===== config.mk =====
export PLATFORM = sky130hd
export DESIGN_NAME = decchk1
export DESIGN_NICKNAME = d
export VERILOG_FILES = /design/src/rtl/decchk1_pkg.sv /design/src/rtl/decchk_popcount.sv /design/src/rtl/decchk1.sv
export SDC_FILE = /design/constraint.sdc
export NUM_CORES = 1
export LEC_CHECK = 0
export CAP_MARGIN = 40
export CORE_AREA = 10 10 47 49
export DETAILED_ROUTE_END_ITERATION = 7
export DIE_AREA = 0 0 57 59
export GPL_TIMING_DRIVEN = 0
export PLACE_DENSITY = 0.35
export SYNTH_ARGS = -nofsm -noshare
export SYNTH_HDL_FRONTEND = slang
export SYNTH_SLANG_ARGS = --single-unit

===== constraint.sdc =====
create_clock -name i_clk -period 2.7 [get_ports i_clk]
set_input_delay 0.54 -clock i_clk [delete_from_list [all_inputs] [get_ports i_clk]]
set_output_delay 0.54 -clock i_clk [all_outputs]
set_load 0.01 [all_outputs]

===== src/rtl/decchk1_pkg.sv =====
// rtl/decchk1_pkg.sv - shared constants and popcount helpers for the ONES-out-of-WIDTH checker
// Contents:
//   ONES_DEFAULT, WIDTH_DEFAULT : default checker parameters
//   POP_MAX                     : widest code word the popcount helper accepts
//   count_width(w)              : bits needed to hold a count of 0..w without overflow
//   popcount(v)                 : number of set bits in v, every bit weighted equally
package decchk1_pkg;

  localparam int ONES_DEFAULT  = 2;
  localparam int WIDTH_DEFAULT = 5;
  localparam int POP_MAX       = 64;

  function automatic int count_width(input int w);
    return (w < 1) ? 1 : $clog2(w + 1);
  endfunction

  function automatic int popcount(input logic [POP_MAX-1:0] v);
    int n;
    n = 0;
    for (int i = 0; i < POP_MAX; i++) begin
      n += int'(v[i]);
    end
    return n;
  endfunction

endpackage


===== src/rtl/decchk_popcount.sv =====
// rtl/decchk_popcount.sv - combinational population count of a WIDTH-bit vector
// Ports:
//   value : input  [WIDTH-1:0]   vector to count
//   count : output [COUNT_W-1:0] number of set bits in value
module decchk_popcount
  import decchk1_pkg::*;
#(
  parameter int WIDTH   = WIDTH_DEFAULT,
  parameter int COUNT_W = count_width(WIDTH)
) (
  input  logic [WIDTH-1:0]   value,
  output logic [COUNT_W-1:0] count
);

  // Zero-extend into the helper's fixed width; the extra bits add nothing.
  // COUNT_W holds 0..WIDTH, so the truncating cast never loses a count.
  always_comb begin
    count = COUNT_W'(popcount(POP_MAX'(value)));
  end

endmodule


===== src/rtl/decchk1.sv =====
// rtl/decchk1.sv - registered ONES-out-of-WIDTH code word validity check
// Ports:
//   i_clk   : input            clock, all state on rising edge
//   i_reset : input            synchronous active-high reset, clears o_check
//   i_value : input [WIDTH-1:0] code word, sampled every rising edge
//   o_check : output           1 when the word sampled at the previous edge had exactly ONES set bits
module decchk1
  import decchk1_pkg::*;
#(
  parameter int ONES  = ONES_DEFAULT,
  parameter int WIDTH = WIDTH_DEFAULT
) (
  input  logic             i_clk,
  input  logic             i_reset,
  input  logic [WIDTH-1:0] i_value,
  output logic             o_check
);

  localparam int COUNT_W = count_width(WIDTH);

  logic [COUNT_W-1:0] count;
  logic               match;

  decchk_popcount #(
    .WIDTH   (WIDTH),
    .COUNT_W (COUNT_W)
  ) u_popcount (
    .value (i_value),
    .count (count)
  );

  // Compare at integer width so ONES beyond the count range (ONES > WIDTH)
  // simply never matches instead of aliasing onto a truncated value.
  always_comb begin
    match = (int'(count) == ONES);
  end

  always_ff @(posedge i_clk) begin
    if (i_reset) begin
      o_check <= 1'b0;
    end else begin
      o_check <= match;
    end
  end

endmodule


Word-level counts from Yosys, hierarchy flattened --
Cells that the tools add are included.
Word-level totals: output and inout bits 1, flip-flop bits (word level) 1, logic and storage cells 6, input bits 7
Operators by class: add/sub/neg operators 4, equality and inequality tests 1
Operators with widths (number):
- adder 3 x 2 -> 3 bit | 3
- == test 3 bit, second input constant | 1
- adder 1 x 1 -> 2 bit | 1

Depth between registers and ports, before layout --
Gate-level depths: netlist of run 1.
depth in word-level cells 5, mapped depth 8, gate-level depth less buffers 8

By module --
A second synthesis of run 1 with hierarchy kept.
Unflattened totals: cell total of the unflattened synthesis 10, area total of the unflattened synthesis 106.4 um2
By module, submodules not included:
- decchk_popcount | cells an instance 8, times used 1, area an instance 71.3 um2, seq. area each 0.0 um2
- decchk1 | cells an instance 2, times used 1, area an instance 35.0 um2, seq. area each 20.0 um2

Worst setup path before layout of run 1 --
OpenSTA, ideal clock, no wires.
kind in2reg, start input port i_value[0], end register o_check, arrival time 2.205 ns, stages on the path 8, required time 2.613 ns, setup time 0.087 ns, path slack 0.408 ns, path through ha_1 -> inv_1 -> fa_1 -> inv_1 -> ha_1 -> inv_1 -> fa_1 -> nor4b_2
On the way: word-level cells in the longest chain between the ends 5
RTL lines:
- start: declaration | RTL line decchk1.sv:15 | input logic [WIDTH-1:0] i_value,
- adder 1 x 1 -> 2 bit | RTL line decchk1_pkg.sv:21 | n += int'(v[i]);
- adder 3 x 2 -> 3 bit (3 in series) | RTL line decchk1_pkg.sv:21
- == test 3 bit | RTL line decchk1.sv:35 | match = (int'(count) == ONES);
- end signal: assignment | RTL line decchk1.sv:42 | o_check <= match;
- end: declaration | RTL line decchk1.sv:16 | output logic o_check
No other way between the ends. A chain may end at the register's enable or synchronous reset.

Worst setup path in the final report of run 1 --
Ends and elaborated chain as after synthesis.

==> flow_summary_export.csv, run 1 <==
group,metric,value,unit
timing,period_needed,2.56,ns
power_and_ir_drop,irDropWorstVdd,0.0574,mV
detailed_routing,totalWireLength,290,um
synth,syn-num-nets,23,
detailed_routing,dr.pass1.iters,1,
setup_path,path_cells,"dlygate4sd2_1 -> ha_1 -> inv_2 -> fa_1 -> inv_1 -> ha_1 -> inv_1 -> fa_1 -> nor4b_2",
finish,drive_gt1_frac,0.105,
timing,hold_slack,1.11,ns
power_and_ir_drop,p_per_area,246,nW/um^2
finish,final_util,0.150,
setup_path,crit_end,"o_check",
timing,tightest_slew,0.172,ns
finish,multi_input_area,80.1,um^2
power_and_ir_drop,p_total,0.0516,mW
clock_network,cts_setup_buffers,0,
finish,reg.largest.list,"o_check x1",
floorplan,die_x,57,um
detailed_routing,drc_errors,0,
synth,avgSynthCellArea,10.2,um^2
placed_design,gp_congestion,0.547,
floorplan,core_area,1400,um^2
floorplan,die-area,3360,um^2
setup_path,path_depth,9,
synth,yosys-top-cells-area,"fa_1 (33%), ha_1 (20%), inv_1 (18%), dfxtp_1 (16%), nor4b_2 (12%)",
floorplan,start_util,0.0875,
finish,regArea,20.0,um^2
setup_path,worstSetupEndpointType,"flip-flop",
finish,area_growth,71.4,%
flow_run,maxCapViolations,0,
synth,ys_ff_latch,1,
power_and_ir_drop,leakage,0.0955,nW
finish,n_antenna_cell,0,
grt,antenna_found_initial,0,
detailed_routing,viasPerCell,2.57,
placed_design,dp_hpwl,279,um
status,outcome,"finished, final reports clean",
clock_network,clkTransAtPathRegs,0,ns
grt,grtUsageTotal,0.0190,
setup_path,crit_slowest_cell,"fa_1",
synth,synthCells,12,
synth,yosysTopAreaCellShare,0.327,
finish,top_register,"o_check",
timing,maxSlewViolCount,0,
setup_path,cp_max_fo,1,
timing,finalSetupViolCount,0,
detailed_routing,drt_iter0_markers,0,
timing,fin_crit_sh,0.947,
placed_design,io_buffers,7,
grt,grt_max_degree,2,
detailed_routing,postRouteAntennaNets,0,
timing,relSlewSlack,0.885,
timing,setup-tns-final,0,ns
floorplan,top_level_ports,8,
setup_path,start_kind,"input pin",
synth,synth_warnings,0,
floorplan,fp-row-count,14,
grt,grt_pass1_vias,112,
detailed_routing,wire_per_inst,8.29,um
finish,fill_cells,163,
setup_path,required,2.61,ns
timing,max_freq,391,MHz
synth,synth_cell_types,5,
grt,grt_pass1_wl,524,um
floorplan,die_h,59,um
setup_path,path_delay_family,"adder cells",
setup_path,path_class,"in2reg",
detailed_routing,num_vias,90,
setup_path,setup.worst_path.start,"i_value[0]",
timing,rsz0062_at_grt,"false",
synth,synth.yosys.seq_area_share,0.163,
synth,synth_top_area_cell,"fa_1",
grt,grt-ovfl-total,0,
setup_path,arrival,2.47,ns
setup_path,critPathMaxStageDelay,0.49,ns
min_path,hp-class,"in2reg",
finish,nNetsFinal,32,
synth,syn_area,123,um^2
finish,largest_reg_flops,1,
setup_path,path_buf_inv,4,
timing,hold_viol_final,0,
## cell type report
type	count	share of cell area
inverter	6	0.107
multi-input combinational	5	0.381
sequential	1	0.0952
tap	16	0.0952
timing repair buffer	7	0.321
## cell usage in the layout, fill, tap and decap left out, drive strengths merged
| master | netlist | final |
|---|---|---|
| dlygate4sd2 | 0 | 2 |
| clkdlybuf4s50 | 0 | 5 |
| fa | 2 | 2 |
| ha | 2 | 2 |
| inv | 6 | 6 |
| nor4b | 1 | 1 |
| dfxtp | 1 | 1 |
## power by group
| group | internal (mW) | leakage, nW | switching (mW) | total [mW] |
|---|---|---|---|---|
| Combinational | 0.0199 | 0.0873 | 0.0141 | 0.0340 |
| Clock | 0 | 0 | 0 | 0 |
| Sequential | 0.0171 | 0.00818 | 0.000559 | 0.0176 |
## synth_stat cells (all sizes together)
cell type / instances
ha: 2
dfxtp: 1
nor4b: 1
inv: 6
fa: 2
## cells by family (layout without fill, tap and decap cells)
family | Yosys count | after routing | share of synthesized area
adders and majority gates | 4 | 4 | 0.531
buffers and inverters | 6 | 13 | 0.184
DFF | 1 | 1 | 0.163
and+or+nand+nor | 1 | 1 | 0.122
## metal layers
layer | up-vias | routed length (um) | GRT usage
met4 | 0 | 0 | 0
met3 | 0 | 79 | 0.0215
li1 | 48 | - | -
met2 | 8 | 52 | 0.0155
met1 | 34 | 158 | 0.0285
met5 | - | 0 | 0
## metrics by stage
| step | cells | instance area (um^2) | setup WS [ns] |
|---|---|---|---|
| after floorplan | 12 | 123 | 0.408 |
| after global placement | 35 | 213 | -0.0831 |
| after detailed placement | 35 | 213 | -0.111 |
| after CTS | 35 | 210 | 0.117 |
| after global routing | 35 | 210 | 0.0220 |
| final | 35 | 210 | 0.143 |
## what timing repair did
item	4_1_cts	5_1_grt
hold buffers	0	0
gates resized for setup	3	0
setup endpoints to repair	1	0
## worst min-delay path by stage
stage / to / depth (start not counted) / from / slack (ns)
after floorplan: o_check / 1 / i_reset / 0.61
after global placement: o_check / 2 / i_reset / 1.12
after detailed placement: o_check / 2 / i_reset / 1.12
after CTS: o_check / 2 / i_reset / 1.11
after global routing: o_check / 2 / i_reset / 1.14
final: o_check / 2 / i_reset / 1.11
Power figures use the tool's default switching activity.
==> run 2, diff against run 1 <==
==> constraint.sdc (replaced) <==
create_clock -name i_clk -period 2.7 [get_ports i_clk]
set_input_delay 0.405 -clock i_clk [delete_from_list [all_inputs] [get_ports i_clk]]
set_output_delay 0.405 -clock i_clk [all_outputs]
set_load 0.01 [all_outputs]
==> run 2 against run 1 <==
  * Via count unchanged
  * Total power increased by 0.24%
  * Utilization increased by 0.18 points
  * Die area unchanged
  * Largest cell class unchanged
==> flow_summary_export.csv, run 2 (same netlist as run 1, synthesis figures left out) <==
group,metric,value,unit
clock_network,ctsResizeCount,0,
finish,n_antenna_cell,0,
setup_path,crit_top_cell,"inv_1",
timing,maxSlewViolCount,0,
setup_path,path_delay_family,"adder cells",
clock_network,hold_buffers,0,
grt,grt_max_degree,2,
setup_path,critPathMaxStageDelay,0.47,ns
floorplan,start_util,0.0875,
setup_path,crit_slowest_cell,"fa_1",
timing,max_freq,388,MHz
placed_design,post-place-ws,0.0241,ns
finish,largest_reg_flops,1,
timing,hold_slack,0.976,ns
grt,grtUsageTotal,0.0181,
setup_path,start_kind,"input pin",
setup_path,path_class,"in2reg",
grt,grt_pass1_vias,109,
floorplan,die_x,57,um
finish,top_register,"o_check",
placed_design,dp_hpwl,279,um
floorplan,top_level_ports,8,
flow_run,maxCapViolations,0,
setup_path,required,2.61,ns
timing,fin_crit_sh,0.956,
finish,final_util,0.152,
min_path,hp-class,"in2reg",
floorplan,fp-row-count,14,
power_and_ir_drop,netSwitchingFraction,0.270,
clock_network,cts_setup_buffers,0,
finish,nNetsFinal,32,
timing,worst_slack,0.120,ns
clock_network,clkTransAtPathRegs,0,ns
detailed_routing,viasPerCell,2.57,
setup_path,path_buf_inv,4,
power_and_ir_drop,p_clk_frac,0,
detailed_routing,num_vias,90,
timing,hold_viol_final,0,
setup_path,arrival,2.49,ns
power_and_ir_drop,intPower,0.0378,mW
status,outcome,"finished, final reports clean",
setup_path,cp_max_fo,1,
finish,reg.largest.list,"o_check x1",
finish,final_common_cell,"clkdlybuf4s50_1",
power_and_ir_drop,p_comb_frac,0.659,
power_and_ir_drop,p_sw,0.0140,mW
floorplan,die-area,3360,um^2
detailed_routing,totalWireLength,279,um
placed_design,gp_congestion,0.547,
power_and_ir_drop,irDropWorstVdd,0.0589,mV
setup_path,worstSetupEndpointType,"flip-flop",
placed_design,io_buffers,7,
floorplan,core_area,1400,um^2
timing,finalSetupViolCount,0,
detailed_routing,wire_per_inst,7.97,um
power_and_ir_drop,p_per_area,243,nW/um^2
power_and_ir_drop,seq_power_share,0.341,
floorplan,die_h,59,um
timing,setup-tns-final,0,ns
timing,rsz0062_at_grt,"false",
timing,relSlewSlack,0.885,
detailed_routing,drc_errors,0,
detailed_routing,postRouteAntennaNets,0,
grt,grt-ovfl-total,0,
finish,area_growth,73.5,%
grt,antenna_found_initial,0,
timing,tightest_slew,0.172,ns
detailed_routing,dr.pass1.iters,1,
timing,period_needed,2.58,ns
detailed_routing,drt_iter0_markers,0,
finish,drive_gt1_frac,0.0526,
setup_path,path_cells,"clkdlybuf4s50_1 -> ha_1 -> inv_1 -> fa_1 -> inv_1 -> ha_1 -> inv_1 -> fa_1 -> nor4b_2",
grt,grt_pass1_wl,496,um
finish,layout_common_cells,"clkdlybuf4s50_1 (7), inv_1 (6), fa_1 (2), ha_1 (2)",
power_and_ir_drop,leakage,0.0938,nW
run 2: cell types whose count changed in the layout (fill, tap and decap cells not counted), sizes merged:
cell           change
dlygate4sd2        -2
clkdlybuf4s50      +2
run 2: worst paths after layout:
kind | startpoint | endpoint | slack, ns | cells past startpoint
min | i_reset | o_check | 0.98 | 2
max | i_value[0] | o_check | 0.12 | 9
run 2: final cells by class:
type	instances	area, um^2
fillers	161	1190
inverters	6	22.5
multi-input cells	5	80.1
flip-flops and latches	1	20.0
well taps	16	20.0
repair buffers	7	70.1
run 2: metal layers:
layer | vias to the layer above | GRT usage | part of all wire | wire, um
li1 | 48 | - | - | -
met1 | 34 | 0.0261 | 0.53 | 147
met2 | 8 | 0.0155 | 0.19 | 52
met3 | 0 | 0.0215 | 0.29 | 80
met4 | 0 | 0 | 0 | 0
met5 | - | 0 | 0 | 0
run 2: through the flow:
stage                     cells  total power, mW  cell area [um^2]
after detailed placement     35           0.0528               213
after global placement       35           0.0516               213
after CTS                    35           0.0532               213
final                        35           0.0517               213
after global routing         35           0.0576               213
after floorplan              12           0.0364               123
run 2: power by group through the flow:
stage | combinational, mW | sequential, mW | clock (mW)
after floorplan | 0.0178 | 0.0186 | 0
after global placement | 0.0341 | 0.0175 | 0
after detailed placement | 0.0351 | 0.0177 | 0
after CTS | 0.0355 | 0.0177 | 0
after global routing | 0.0396 | 0.0180 | 0
final | 0.0341 | 0.0176 | 0
